$ cat src/rtl/pifo_calendar_sorted_pkg.sv
// pifo_calendar_pkg: slot layout, drop-mode encodings and sizing helper shared by the sorted PIFO calendar
package pifo_calendar_pkg;
    localparam int DEF_RANK_WIDTH = 16;
    localparam int DEF_ADDR_WIDTH = 12;
    typedef enum logic {
        DROP_REJECT = 1'b0,
        DROP_EVICT_TAIL = 1'b1
    } drop_mode_e;
    typedef struct packed {
        logic valid;
        logic [DEF_RANK_WIDTH-1:0] rank;
        logic [DEF_ADDR_WIDTH-1:0] addr;
    } slot_t;
    function automatic int clog2(input int v);
        int r = 0;
        while ((1 << r) < v) r++;
        return r;
    endfunction
endpackage

$ cat src/rtl/pifo_calendar_sorted_if.sv
// pifo_calendar_sorted_if: insert/pop request bus and registered status outputs of the PIFO calendar
interface pifo_calendar_sorted_if
    import pifo_calendar_pkg::*;
#(
    parameter int PIFO_CALENDAR_SIZE = 16,
    parameter int RANK_WIDTH = DEF_RANK_WIDTH,
    parameter int BUFFER_ADDR_WIDTH = DEF_ADDR_WIDTH,
    parameter int PIFO_CALENDAR_INDEX_WIDTH = clog2(PIFO_CALENDAR_SIZE + 1)
);
    logic s_axis_insert_en;
    logic [RANK_WIDTH-1:0] s_axis_rank;
    logic [BUFFER_ADDR_WIDTH-1:0] s_axis_buffer_addr;
    logic s_axis_pop_en;
    logic [RANK_WIDTH-1:0] m_axis_pifo_calendar_top;
    logic m_axis_top_valid;
    logic [BUFFER_ADDR_WIDTH-1:0] m_axis_buffer_addr;
    logic m_axis_pop_valid;
    logic m_axis_drop_valid;
    logic [BUFFER_ADDR_WIDTH-1:0] m_axis_drop_addr;
    logic m_axis_calendar_full;
    logic m_axis_calendar_empty;
    logic [PIFO_CALENDAR_INDEX_WIDTH-1:0] m_axis_calendar_count;
    modport slave (
        input s_axis_insert_en, s_axis_rank, s_axis_buffer_addr, s_axis_pop_en,
        output m_axis_pifo_calendar_top, m_axis_top_valid, m_axis_buffer_addr, m_axis_pop_valid,
        output m_axis_drop_valid, m_axis_drop_addr, m_axis_calendar_full, m_axis_calendar_empty,
        output m_axis_calendar_count
    );
    modport master (
        output s_axis_insert_en, s_axis_rank, s_axis_buffer_addr, s_axis_pop_en,
        input m_axis_pifo_calendar_top, m_axis_top_valid, m_axis_buffer_addr, m_axis_pop_valid,
        input m_axis_drop_valid, m_axis_drop_addr, m_axis_calendar_full, m_axis_calendar_empty,
        input m_axis_calendar_count
    );
endinterface

$ cat src/rtl/pifo_calendar_sorted_slot_cell.sv
// pifo_slot_cell: one calendar slot {valid, rank, addr}; loads new entry, a neighbour, or holds
module pifo_slot_cell
    import pifo_calendar_pkg::*;
#(
    parameter int W = $bits(slot_t)
) (
    input logic clk,
    input logic rst,
    input logic ins_i,
    input logic up_i,
    input logic down_i,
    input logic [W-1:0] new_i,
    input logic [W-1:0] lower_i,
    input logic [W-1:0] upper_i,
    output logic [W-1:0] slot_o
);
    logic [W-1:0] slot_d, slot_q;
    // shifting up while the head pops cancels out, so the slot keeps its own value
    always_comb slot_d = ins_i ? new_i : up_i ? (down_i ? slot_q : lower_i) : down_i ? upper_i : slot_q;
    always_ff @(posedge clk or posedge rst) begin
        if (rst) slot_q <= '0;
        else slot_q <= slot_d;
    end
    assign slot_o = slot_q;
endmodule

$ cat src/rtl/pifo_calendar_sorted.sv
// pifo_calendar_sorted: register-array PIFO keeping (rank, addr) pairs sorted by ascending rank
module pifo_calendar_sorted
    import pifo_calendar_pkg::*;
#(
    parameter int PIFO_CALENDAR_SIZE = 16,
    parameter int RANK_WIDTH = DEF_RANK_WIDTH,
    parameter int BUFFER_ADDR_WIDTH = DEF_ADDR_WIDTH,
    parameter int PIFO_CALENDAR_INDEX_WIDTH = 5,
    parameter int DROP_MODE = 0
) (
    input logic clk,
    input logic rst,
    pifo_calendar_sorted_if.slave bus
);
    localparam int N = PIFO_CALENDAR_SIZE;
    localparam int RW = RANK_WIDTH;
    localparam int AW = BUFFER_ADDR_WIDTH;
    localparam int IW = PIFO_CALENDAR_INDEX_WIDTH;
    localparam int W = 1 + RW + AW;
    localparam bit EVICT = DROP_MODE == int'(DROP_EVICT_TAIL);
    logic [W-1:0] slot_q [N];
    logic [W-1:0] lower [N];
    logic [W-1:0] upper [N];
    logic [W-1:0] pp [N];
    logic [W-1:0] new_slot;
    logic [N-1:0] le, le_prev, ins, up;
    logic do_pop, insert_ok, drop, grow, shrink;
    logic [IW-1:0] count_d, count_q;
    logic full_d, full_q, empty_d, empty_q;
    logic pop_valid_d, pop_valid_q, drop_valid_d, drop_valid_q;
    logic [AW-1:0] buffer_addr_d, buffer_addr_q, drop_addr_d, drop_addr_q;
    assign do_pop = bus.s_axis_pop_en && !empty_q;
    assign new_slot = {1'b1, bus.s_axis_rank, bus.s_axis_buffer_addr};
    for (genvar i = 0; i < N; i++) begin : g_slot
        if (i == 0) begin : g_bot
            assign lower[i] = '0;
        end else begin : g_low
            assign lower[i] = slot_q[i-1];
        end
        if (i == N - 1) begin : g_top
            assign upper[i] = '0;
        end else begin : g_up
            assign upper[i] = slot_q[i+1];
        end
        // le is a prefix of ones over the post-pop view; equal ranks stay ahead of the newcomer
        assign pp[i] = do_pop ? upper[i] : slot_q[i];
        assign le[i] = pp[i][W-1] && pp[i][W-2 -: RW] <= bus.s_axis_rank;
        pifo_slot_cell #(.W(W)) u_cell (
            .clk(clk),
            .rst(rst),
            .ins_i(ins[i]),
            .up_i(up[i]),
            .down_i(do_pop),
            .new_i(new_slot),
            .lower_i(lower[i]),
            .upper_i(upper[i]),
            .slot_o(slot_q[i])
        );
    end
    always_comb begin
        insert_ok = bus.s_axis_insert_en
                    && (!full_q || do_pop || (EVICT && bus.s_axis_rank < slot_q[N-1][W-2 -: RW]));
        le_prev = {le[N-2:0], 1'b1};
        ins = insert_ok ? le_prev & ~le : '0;
        up = insert_ok ? ~le_prev : '0;
        drop = bus.s_axis_insert_en && full_q && !do_pop;
        grow = insert_ok && !do_pop && !full_q;
        shrink = do_pop && !insert_ok;
        count_d = count_q + IW'(grow) - IW'(shrink);
        full_d = count_d == IW'(N);
        empty_d = count_d == '0;
        pop_valid_d = do_pop;
        buffer_addr_d = do_pop ? slot_q[0][AW-1:0] : buffer_addr_q;
        drop_valid_d = drop;
        drop_addr_d = drop ? (insert_ok ? slot_q[N-1][AW-1:0] : bus.s_axis_buffer_addr) : drop_addr_q;
    end
    always_ff @(posedge clk or posedge rst) begin
        if (rst) begin
            count_q <= '0;
            full_q <= 1'b0;
            empty_q <= 1'b1;
            pop_valid_q <= 1'b0;
            buffer_addr_q <= '0;
            drop_valid_q <= 1'b0;
            drop_addr_q <= '0;
        end else begin
            count_q <= count_d;
            full_q <= full_d;
            empty_q <= empty_d;
            pop_valid_q <= pop_valid_d;
            buffer_addr_q <= buffer_addr_d;
            drop_valid_q <= drop_valid_d;
            drop_addr_q <= drop_addr_d;
        end
    end
    assign bus.m_axis_pifo_calendar_top = slot_q[0][W-2 -: RW];
    assign bus.m_axis_top_valid = slot_q[0][W-1];
    assign bus.m_axis_buffer_addr = buffer_addr_q;
    assign bus.m_axis_pop_valid = pop_valid_q;
    assign bus.m_axis_drop_valid = drop_valid_q;
    assign bus.m_axis_drop_addr = drop_addr_q;
    assign bus.m_axis_calendar_full = full_q;
    assign bus.m_axis_calendar_empty = empty_q;
    assign bus.m_axis_calendar_count = count_q;
endmodule

$ cat src/flat_wrapper.sv
// flat-port wrapper written by rule: the top's interface ports become plain ports
module pifo_calendar_sorted_flat import pifo_calendar_pkg::*;
#(
    parameter int PIFO_CALENDAR_SIZE = 16,
    parameter int RANK_WIDTH = DEF_RANK_WIDTH,
    parameter int BUFFER_ADDR_WIDTH = DEF_ADDR_WIDTH,
    parameter int PIFO_CALENDAR_INDEX_WIDTH = 5,
    parameter int DROP_MODE = 0
)
  (clk, rst, bus_s_axis_insert_en, bus_s_axis_rank, bus_s_axis_buffer_addr, bus_s_axis_pop_en, bus_m_axis_pifo_calendar_top, bus_m_axis_top_valid, bus_m_axis_buffer_addr, bus_m_axis_pop_valid, bus_m_axis_drop_valid, bus_m_axis_drop_addr, bus_m_axis_calendar_full, bus_m_axis_calendar_empty, bus_m_axis_calendar_count);
  pifo_calendar_sorted_if #(.PIFO_CALENDAR_SIZE(PIFO_CALENDAR_SIZE), .RANK_WIDTH(RANK_WIDTH), .BUFFER_ADDR_WIDTH(BUFFER_ADDR_WIDTH), .PIFO_CALENDAR_INDEX_WIDTH(PIFO_CALENDAR_INDEX_WIDTH)) bus_i ();
  input logic clk;
  input logic rst;
  input wire logic [$bits(bus_i.s_axis_insert_en)-1:0] bus_s_axis_insert_en;
  input wire logic [$bits(bus_i.s_axis_rank)-1:0] bus_s_axis_rank;
  input wire logic [$bits(bus_i.s_axis_buffer_addr)-1:0] bus_s_axis_buffer_addr;
  input wire logic [$bits(bus_i.s_axis_pop_en)-1:0] bus_s_axis_pop_en;
  output wire logic [$bits(bus_i.m_axis_pifo_calendar_top)-1:0] bus_m_axis_pifo_calendar_top;
  output wire logic [$bits(bus_i.m_axis_top_valid)-1:0] bus_m_axis_top_valid;
  output wire logic [$bits(bus_i.m_axis_buffer_addr)-1:0] bus_m_axis_buffer_addr;
  output wire logic [$bits(bus_i.m_axis_pop_valid)-1:0] bus_m_axis_pop_valid;
  output wire logic [$bits(bus_i.m_axis_drop_valid)-1:0] bus_m_axis_drop_valid;
  output wire logic [$bits(bus_i.m_axis_drop_addr)-1:0] bus_m_axis_drop_addr;
  output wire logic [$bits(bus_i.m_axis_calendar_full)-1:0] bus_m_axis_calendar_full;
  output wire logic [$bits(bus_i.m_axis_calendar_empty)-1:0] bus_m_axis_calendar_empty;
  output wire logic [$bits(bus_i.m_axis_calendar_count)-1:0] bus_m_axis_calendar_count;
  assign bus_i.s_axis_insert_en = bus_s_axis_insert_en;
  assign bus_i.s_axis_rank = bus_s_axis_rank;
  assign bus_i.s_axis_buffer_addr = bus_s_axis_buffer_addr;
  assign bus_i.s_axis_pop_en = bus_s_axis_pop_en;
  assign bus_m_axis_pifo_calendar_top = bus_i.m_axis_pifo_calendar_top;
  assign bus_m_axis_top_valid = bus_i.m_axis_top_valid;
  assign bus_m_axis_buffer_addr = bus_i.m_axis_buffer_addr;
  assign bus_m_axis_pop_valid = bus_i.m_axis_pop_valid;
  assign bus_m_axis_drop_valid = bus_i.m_axis_drop_valid;
  assign bus_m_axis_drop_addr = bus_i.m_axis_drop_addr;
  assign bus_m_axis_calendar_full = bus_i.m_axis_calendar_full;
  assign bus_m_axis_calendar_empty = bus_i.m_axis_calendar_empty;
  assign bus_m_axis_calendar_count = bus_i.m_axis_calendar_count;
  pifo_calendar_sorted #(.PIFO_CALENDAR_SIZE(PIFO_CALENDAR_SIZE), .RANK_WIDTH(RANK_WIDTH), .BUFFER_ADDR_WIDTH(BUFFER_ADDR_WIDTH), .PIFO_CALENDAR_INDEX_WIDTH(PIFO_CALENDAR_INDEX_WIDTH), .DROP_MODE(DROP_MODE)) u_core (.clk(clk), .rst(rst), .bus(bus_i));
endmodule
$ cat config.mk
export PLATFORM = sky130hd
export DESIGN_NAME = pifo_calendar_sorted_flat
export DESIGN_NICKNAME = d
export VERILOG_FILES = /design/src/rtl/pifo_calendar_sorted_pkg.sv /design/src/rtl/pifo_calendar_sorted_if.sv /design/src/rtl/pifo_calendar_sorted_slot_cell.sv /design/src/rtl/pifo_calendar_sorted.sv /design/src/flat_wrapper.sv
export SDC_FILE = /design/constraint.sdc
export NUM_CORES = 2
export LEC_CHECK = 0
export ABC_AREA = 1
export BUFFER_PORTS_ARGS = -buffer_cell sky130_fd_sc_hd__buf_4
export CAP_MARGIN = 20
export CORE_ASPECT_RATIO = 0.75
export CORE_MARGIN = 2
export CORE_UTILIZATION = 30
export DETAILED_ROUTE_END_ITERATION = 16
export GPL_ROUTABILITY_DRIVEN = 1
export SLEW_MARGIN = 20
export SYNTH_ARGS = -nofsm -noshare
export SYNTH_HDL_FRONTEND = slang
export SYNTH_SLANG_ARGS = --single-unit
$ cat constraint.sdc
create_clock -name clk -period 16.25 [get_ports clk]
set_input_delay 2.4375 -clock clk [delete_from_list [all_inputs] [get_ports clk]]
set_output_delay 2.4375 -clock clk [all_outputs]
set_load 0.02 [all_outputs]
-- Yosys cells after proc, flatten, opt, wreduce, memory -nomap -nowiden
Cells that the tools add are included.
- flip-flop bits (word level): 497
- logic and storage cells: 129
- multiplexer cells: 52
- order comparisons: 16
- equal/unequal tests: 2
- add/sub/neg operators: 2
- bitwise logic cells: 3
- reductions and logical operators: 30
- operators with widths (cell ; count):
    29-bit 2-to-1 mux ; 49
    16-bit less-or-equal comparator ; 16
    16-bit 2-to-1 mux ; 2
    16-bit inverter ; 2
    1-bit logical AND ; 23
    16-bit AND ; 1
    12-bit 2-to-1 mux ; 1
    5-bit by 1-bit adder with 5-bit output ; 1
    5-bit == test (second input constant) ; 1
    5-bit logical NOT ; 1
    5-bit by 1-bit subtractor with 5-bit output ; 1
    1-bit logical NOT ; 4
    3-bit by 2-bit != test with 1-bit output (second input constant) ; 1
    3-bit nonzero test ; 1
    1-bit logical OR ; 1

-- Logic depth before layout (Yosys ltp)
- word-level depth: 9
- mapped depth: 27
- mapped depth without buffers: 22

-- By module
From an unflattened synthesis, not the netlist that was laid out.
- cell total of the unflattened synthesis: 6102
- area, all modules: 40328.7 sq um
- by module, submodules not included (module ; cells an instance ; area an instance (sq um) ; instances):
    pifo_slot_cell ; 263 ; 1853.0 ; 16
    pifo_calendar_sorted ; 1894 ; 10680.2 ; 1

-- Worst setup path after synthesis
OpenSTA, ideal clock, no wires.
- kind: in2reg
- from: input port bus_s_axis_pop_en
- to: register u_core.g_slot[8].u_cell.slot_q[12]
- buffers on the path: 5
- library setup time: 0.117 ns
- path slack: 11.438 ns
- stages on the path: 22
- data arrival time: 4.695 ns
- cells stage by stage: inv_1 > nor2_4 > inv_2 > buf_6 > buf_6 > buf_2 > nand2_1 > o21ai_0 > ha_1 > nand2_1 > nor4_2 > nand2_1 > nand2_1 > nand2_1 > nand2_4 > nand2_1 > buf_4 > buf_6 > nand2_1 > nand2_1 > nand2_1 > nand2_1
- longest elaborated chain between the ends: 8
- elaborated cells between the ends (all ways): 16
- ends and longest elaborated chain (item ; RTL line ; text):
    start: declaration ; flat_wrapper.sv:17 ; input wire logic [$bits(bus_i.s_axis_pop_en)-1:0] bus_s_axis_pop_en;
    1-bit logical AND * ; pifo_calendar_sorted.sv:32 ; assign do_pop = bus.s_axis_pop_en && !empty_q;
    29-bit 2-to-1 mux ; pifo_calendar_sorted.sv:46 ; assign pp[i] = do_pop ? upper[i] : slot_q[i];
    16-bit less-or-equal comparator ; pifo_calendar_sorted.sv:47 ; assign le[i] = pp[i][W-1] && pp[i][W-2 -: RW] <= bus.s_axis_rank;
    1-bit logical AND ; pifo_calendar_sorted.sv:47 ;
    16-bit inverter (on tied branches) ; pifo_calendar_sorted.sv:65, pifo_calendar_sorted.sv:64 ;
    16-bit 2-to-1 mux / 16-bit AND (equally long branches) ; pifo_calendar_sorted.sv:65, pifo_calendar_sorted.sv:64 ;
    29-bit 2-to-1 mux / 16-bit 2-to-1 mux (equally long branches) ; pifo_calendar_sorted_slot_cell.sv:19, pifo_calendar_sorted.sv:64 ;
    29-bit 2-to-1 mux * ; pifo_calendar_sorted_slot_cell.sv:19 ; always_comb slot_d = ins_i ? new_i : up_i ? (down_i ? slot_q : lower_i) : down_i ? upper_i : slot_q;
    named net u_core.g_slot[8].u_cell.slot_d[12] ; pifo_calendar_sorted_slot_cell.sv:17 ; logic [W-1:0] slot_d, slot_q;
    end signal: assignment ; pifo_calendar_sorted_slot_cell.sv:22 ; else slot_q <= slot_d;
    end: declaration ; pifo_calendar_sorted_slot_cell.sv:17 ;
Mark *: on every way through the listed nets, which the timed path passes. The rest lies on a longest branch.
A chain may end at the register's enable or synchronous reset.

-- Worst setup path in the final report
- from: input port bus_s_axis_pop_en
- to: register u_core.g_slot[12].u_cell.slot_q[27]
- longest elaborated chain between the ends: 8
- elaborated cells between the ends (all ways): 16
- ends and longest elaborated chain (item ; RTL line):
    1-bit logical AND * ; pifo_calendar_sorted.sv:32
    29-bit 2-to-1 mux ; pifo_calendar_sorted.sv:46
    16-bit less-or-equal comparator ; pifo_calendar_sorted.sv:47
    1-bit logical AND ; pifo_calendar_sorted.sv:47
    16-bit inverter (on tied branches) ; pifo_calendar_sorted.sv:65, pifo_calendar_sorted.sv:64
    16-bit 2-to-1 mux / 16-bit AND (equally long branches) ; pifo_calendar_sorted.sv:65, pifo_calendar_sorted.sv:64
    29-bit 2-to-1 mux / 16-bit 2-to-1 mux (equally long branches) ; pifo_calendar_sorted_slot_cell.sv:19, pifo_calendar_sorted.sv:64
    29-bit 2-to-1 mux * ; pifo_calendar_sorted_slot_cell.sv:19
    named net u_core.g_slot[12].u_cell.slot_d[27] ; pifo_calendar_sorted_slot_cell.sv:17
    end signal: assignment ; pifo_calendar_sorted_slot_cell.sv:22
    end: declaration ; pifo_calendar_sorted_slot_cell.sv:17
Marked as above.

==> insert_results.sql <==
INSERT INTO impl_metrics (metric_group, metric, value, unit) VALUES
('outcome', 'status', 'finished, final reports clean', ''),
('finish', 'stdcell_area', '39830', 'µm²'),
('synth', 'yosysWarningCount', '0', ''),
('drt', 'drt_iter0_markers', '3974', ''),
('synth', 'synth_common_cells', 'sky130_fd_sc_hd__nand2_1 (2056), sky130_fd_sc_hd__nand3_1 (747), sky130_fd_sc_hd__inv_1 (539)', ''),
('worst_setup_path', 'path_cells', 'buf_4 -> inv_1 -> nor2_4 -> inv_8 -> buf_4 -> buf_12 -> o21ai_1 -> ha_1 -> nand4_1 -> nor2_1 -> nand2_1 -> nand2_1 -> nand2_1 -> nand2_2 -> nand3_1 -> buf_4 -> inv_2 -> nand2_1 -> nand2_1', ''),
('finish', 'fillerInstances', '13170', ''),
('placed_design', 'post_dp_cell_area', '37930', 'µm²'),
('sta', 'worst_pin_slew', '1098', 'ps'),
('synth', 'netlist.area_leader.share', '33.62', '%'),
('worst_setup_path', 'cpMaxStageDelayCell', 'sky130_fd_sc_hd__nand3_1', ''),
('sta', 'layout_setup_ws', '8284', 'ps'),
('finish', 'seq_area', '12440', 'µm²'),
('synth', 'post_synth_instance_area', '36920', 'µm²'),
('placed_design', 'hpwlAfterDp', '86340', 'µm'),
('grt', 'largest_net_degree_at_the_start_of_global_routing', '192', ''),
('clock_network', 'cts_num_sinks', '497', ''),
('grt', 'initial_antenna_violation_count', '1', ''),
('drt', 'detail_routed_net_length_per_standard_cell', '18.89', 'µm'),
('sta', 'finalSetupViolations', '0', ''),
('run', 'cap_violations', '0', ''),
('worst_setup_path', 'worstSetupStartpointType', 'input port', ''),
('floorplanning', 'die_w', '409.1', 'µm'),
('floorplanning', 'std_cell_rows', '111', ''),
('synth', 'largest_cells_by_area_after_synthesis', 'sky130_fd_sc_hd__dfrtp_1 (34%), sky130_fd_sc_hd__nand2_1 (21%), sky130_fd_sc_hd__nand3_1 (10%)', ''),
('synth', 'cell_count_after_synthesis', '5417', ''),
('placed_design', 'port_buffers', '81', ''),
('synth', 'synth-seq-cells', '497', ''),
('clock_network', 'cts-hold-fix-buffers', '0', ''),
('synth', 'synth-seq-area-share', '33.69', '%'),
('sta', 'layout_worst_path_cycle_share', '49.02', '%'),
('synth', 'postSynthAreaPerCell', '6.816', 'µm²'),
('finish', 'multiInputGateArea', '20230', 'µm²'),
('drt', 'drt_pass1_iterations', '5', ''),
('finish', 'diodes', '0', ''),
('synth', 'ys.flop_type', 'sky130_fd_sc_hd__dfrtp_1', ''),
('sta', 'final_period_minus_worst_setup_slack', '7966', 'ps'),
('synth', 'async_flop_share', '100.0', '%'),
('floorplanning', 'io_pins', '82', ''),
('finish', 'layout.nets', '5528', ''),
('synth', 'synthesis.nets', '5711', ''),
('power', 'leakage', '21.29', 'nW'),
('worst_setup_path', 'crit_path_max_fanout', '191', ''),
('synth', 'synthMostInstantiatedCell', 'sky130_fd_sc_hd__nand2_1', ''),
('worst_setup_path', 'path_common_cell', 'sky130_fd_sc_hd__nand2_1', ''),
('clock_network', 'worstSkewPairLatency', '660', 'ps'),
('sta', 'finClkSkew', '24.78', 'ps'),
('min_path', 'min-delay-path-class', 'reg2reg', ''),
('sta', 'hold_violations', '0', ''),
('power', 'worst_ir_drop_vdd', '0.0001087', 'V'),
('clock_network', 'htree_num_levels', '2', ''),
('grt', 'gr-total-overflow', '0', ''),
('floorplanning', 'design.die.area', '125900', 'µm²'),
('clock_network', 'postCtsSetupRepairBufs', '0', ''),
('sta', 'grt_setup_unrepaired', 'no', ''),
('sta', 'timing.setup.tns', '0', 'ps'),
('clock_network', 'cts-root-buf', 'sky130_fd_sc_hd__clkbuf_16', ''),
('synth', 'post_synth_num_cell_types', '39', ''),
('clock_network', 'clk_path_buf_depth', '3', ''),
('sta', 'final-max-slew-violation-count', '0', ''),
('drt', 'num_vias', '35310', ''),
('worst_setup_path', 'peak_per_stage_delay_on_the_critical_path', '910', 'ps'),
('worst_setup_path', 'worstSetupEndpointType', 'flop', ''),
('floorplanning', 'core_region_area', '122100', 'µm²'),
('synth', 'cell_type_contributing_the_most_total_cell_area_after_synthesis', 'sky130_fd_sc_hd__dfrtp_1', ''),
('clock_network', 'post_cts.resized_instances', '0', ''),
('drt', 'drt-total-wl', '130700', 'µm'),
('clock_network', 'cts_tree', 'built', ''),
('drt', 'detail_route.vias_per_cell', '5.106', ''),
('power', 'power-per-cell-area', '236.5', 'nW/µm²'),
('worst_setup_path', 'timing.critical_path.required', '16830', 'ps');
cells in the final DEF, fill, tap and decap left out, drive strengths merged, types with 11 or more instances in the layout:
master	Yosys	routed
nand2	2069	2069
nand3	756	756
inv	570	569
dfrtp	496	496
o21ai	380	380
ha	261	261
buf	263	134
a21oi	130	130
mux2i	102	102
clkbuf	114	89
nor2	85	85
nand3b	53	53
or2	42	42
nand4	32	32
o21bai	17	17
o21a	14	14
o211ai	13	13
clkinv	0	11
metrics by stage:
step / hold WS [ps] / power [W] / cells
after floorplan: 471.4 / 0.006624 / 5417
final: 483.1 / 0.009419 / 6915
after global routing: 506.9 / 0.01031 / 6915
after detailed placement: 474.1 / 0.007960 / 6812
after CTS: 488.8 / 0.009348 / 6915
after global placement: 473.2 / 0.007845 / 6812
power by group:
| part | leakage [nW] | internal (W) | switching [W] | total [W] |
|---|---|---|---|---|
| Clock | 0.936 | 0.000772 | 0.000583 | 0.00135 |
| Sequential | 5.90 | 0.00192 | 0.000410 | 0.00233 |
| Combinational | 14.5 | 0.00185 | 0.00388 | 0.00573 |
critical path, delay by kind of cell:
family	cells	cell delay [ps]
AO/OA/AOI/OAI	1	200
adder cells (fa/ha/maj)	1	370
buffers and inverters	7	2940
AND/OR/NAND/NOR	10	2310
state kept, by name (all words and copies together), names as in the netlist:
register and count:
u_core.bus.m_axis_buffer_addr 12, u_core.bus.m_axis_drop_addr 12, u_core.bus.m_axis_drop_valid 1, u_core.bus.m_axis_calendar_empty 1, u_core.bus.m_axis_pop_valid 1, u_core.bus.m_axis_calendar_count 5
u_core.bus.m_axis_calendar_full 1, u_core.g_slot.u_cell.slot_o 464
cells by family after synthesis:
kind of cell             after synthesis  synth area share, %
XOR/XNOR                               4              0.09490
adder cells (fa/ha/maj)              262                8.899
flip-flops                           497                33.69
multiplexers                         102                2.765
buffers and inverters                947                11.55
AO/OA/AOI/OAI                        556                7.990
AND/OR/NAND/NOR                     3049                35.01
layer usage:
| layer | vias to the layer above | track usage, % | share of wire [%] |
|---|---|---|---|
| li1 | 17010 | - | - |
| met1 | 16720 | 31.12 | 48 |
| met2 | 1396 | 29.36 | 41 |
| met3 | 182 | 3.024 | 8.4 |
| met4 | 0 | 4.651 | 2.2 |
| met5 | - | 0 | 0 |
area by class of cell:
class	instances	area share, %
Multi-Input combinational cell	3973	50.79
Sequential cell	497	31.23
Inverter	570	5.441
Tap cell	1638	5.146
Clock buffer	89	4.339
Timing Repair Buffer	134	2.661
Clock inverter	14	0.3927
final timing paths:
| path | start | to | slack [ps] | depth (start not counted) |
|---|---|---|---|---|
| setup / recovery | bus_s_axis_pop_en | u_core.g_slot[12].u_cell.slot_o[27]$_DFF_PP0_ | 8280 | 19 |
| hold / removal | u_core.bus.m_axis_buffer_addr[2]$_DFFE_PP0P_ | u_core.bus.m_axis_buffer_addr[2]$_DFFE_PP0P_ | 480 | 2 |
| setup reg to reg | u_core.bus.m_axis_calendar_empty$_DFF_PP1_ | u_core.g_slot[12].u_cell.slot_o[27]$_DFF_PP0_ | 9720 | 17 |
| hold reg to reg | u_core.bus.m_axis_buffer_addr[2]$_DFFE_PP0P_ | u_core.bus.m_axis_buffer_addr[2]$_DFFE_PP0P_ | 480 | 2 |
| max in group asynchronous | rst | u_core.g_slot[2].u_cell.slot_o[16]$_DFF_PP0_ | 11420 | 5 |
| min in group asynchronous | rst | u_core.g_slot[11].u_cell.slot_o[23]$_DFF_PP0_ | 1930 | 2 |
No activity file was read; power rests on OpenSTA's default activity.
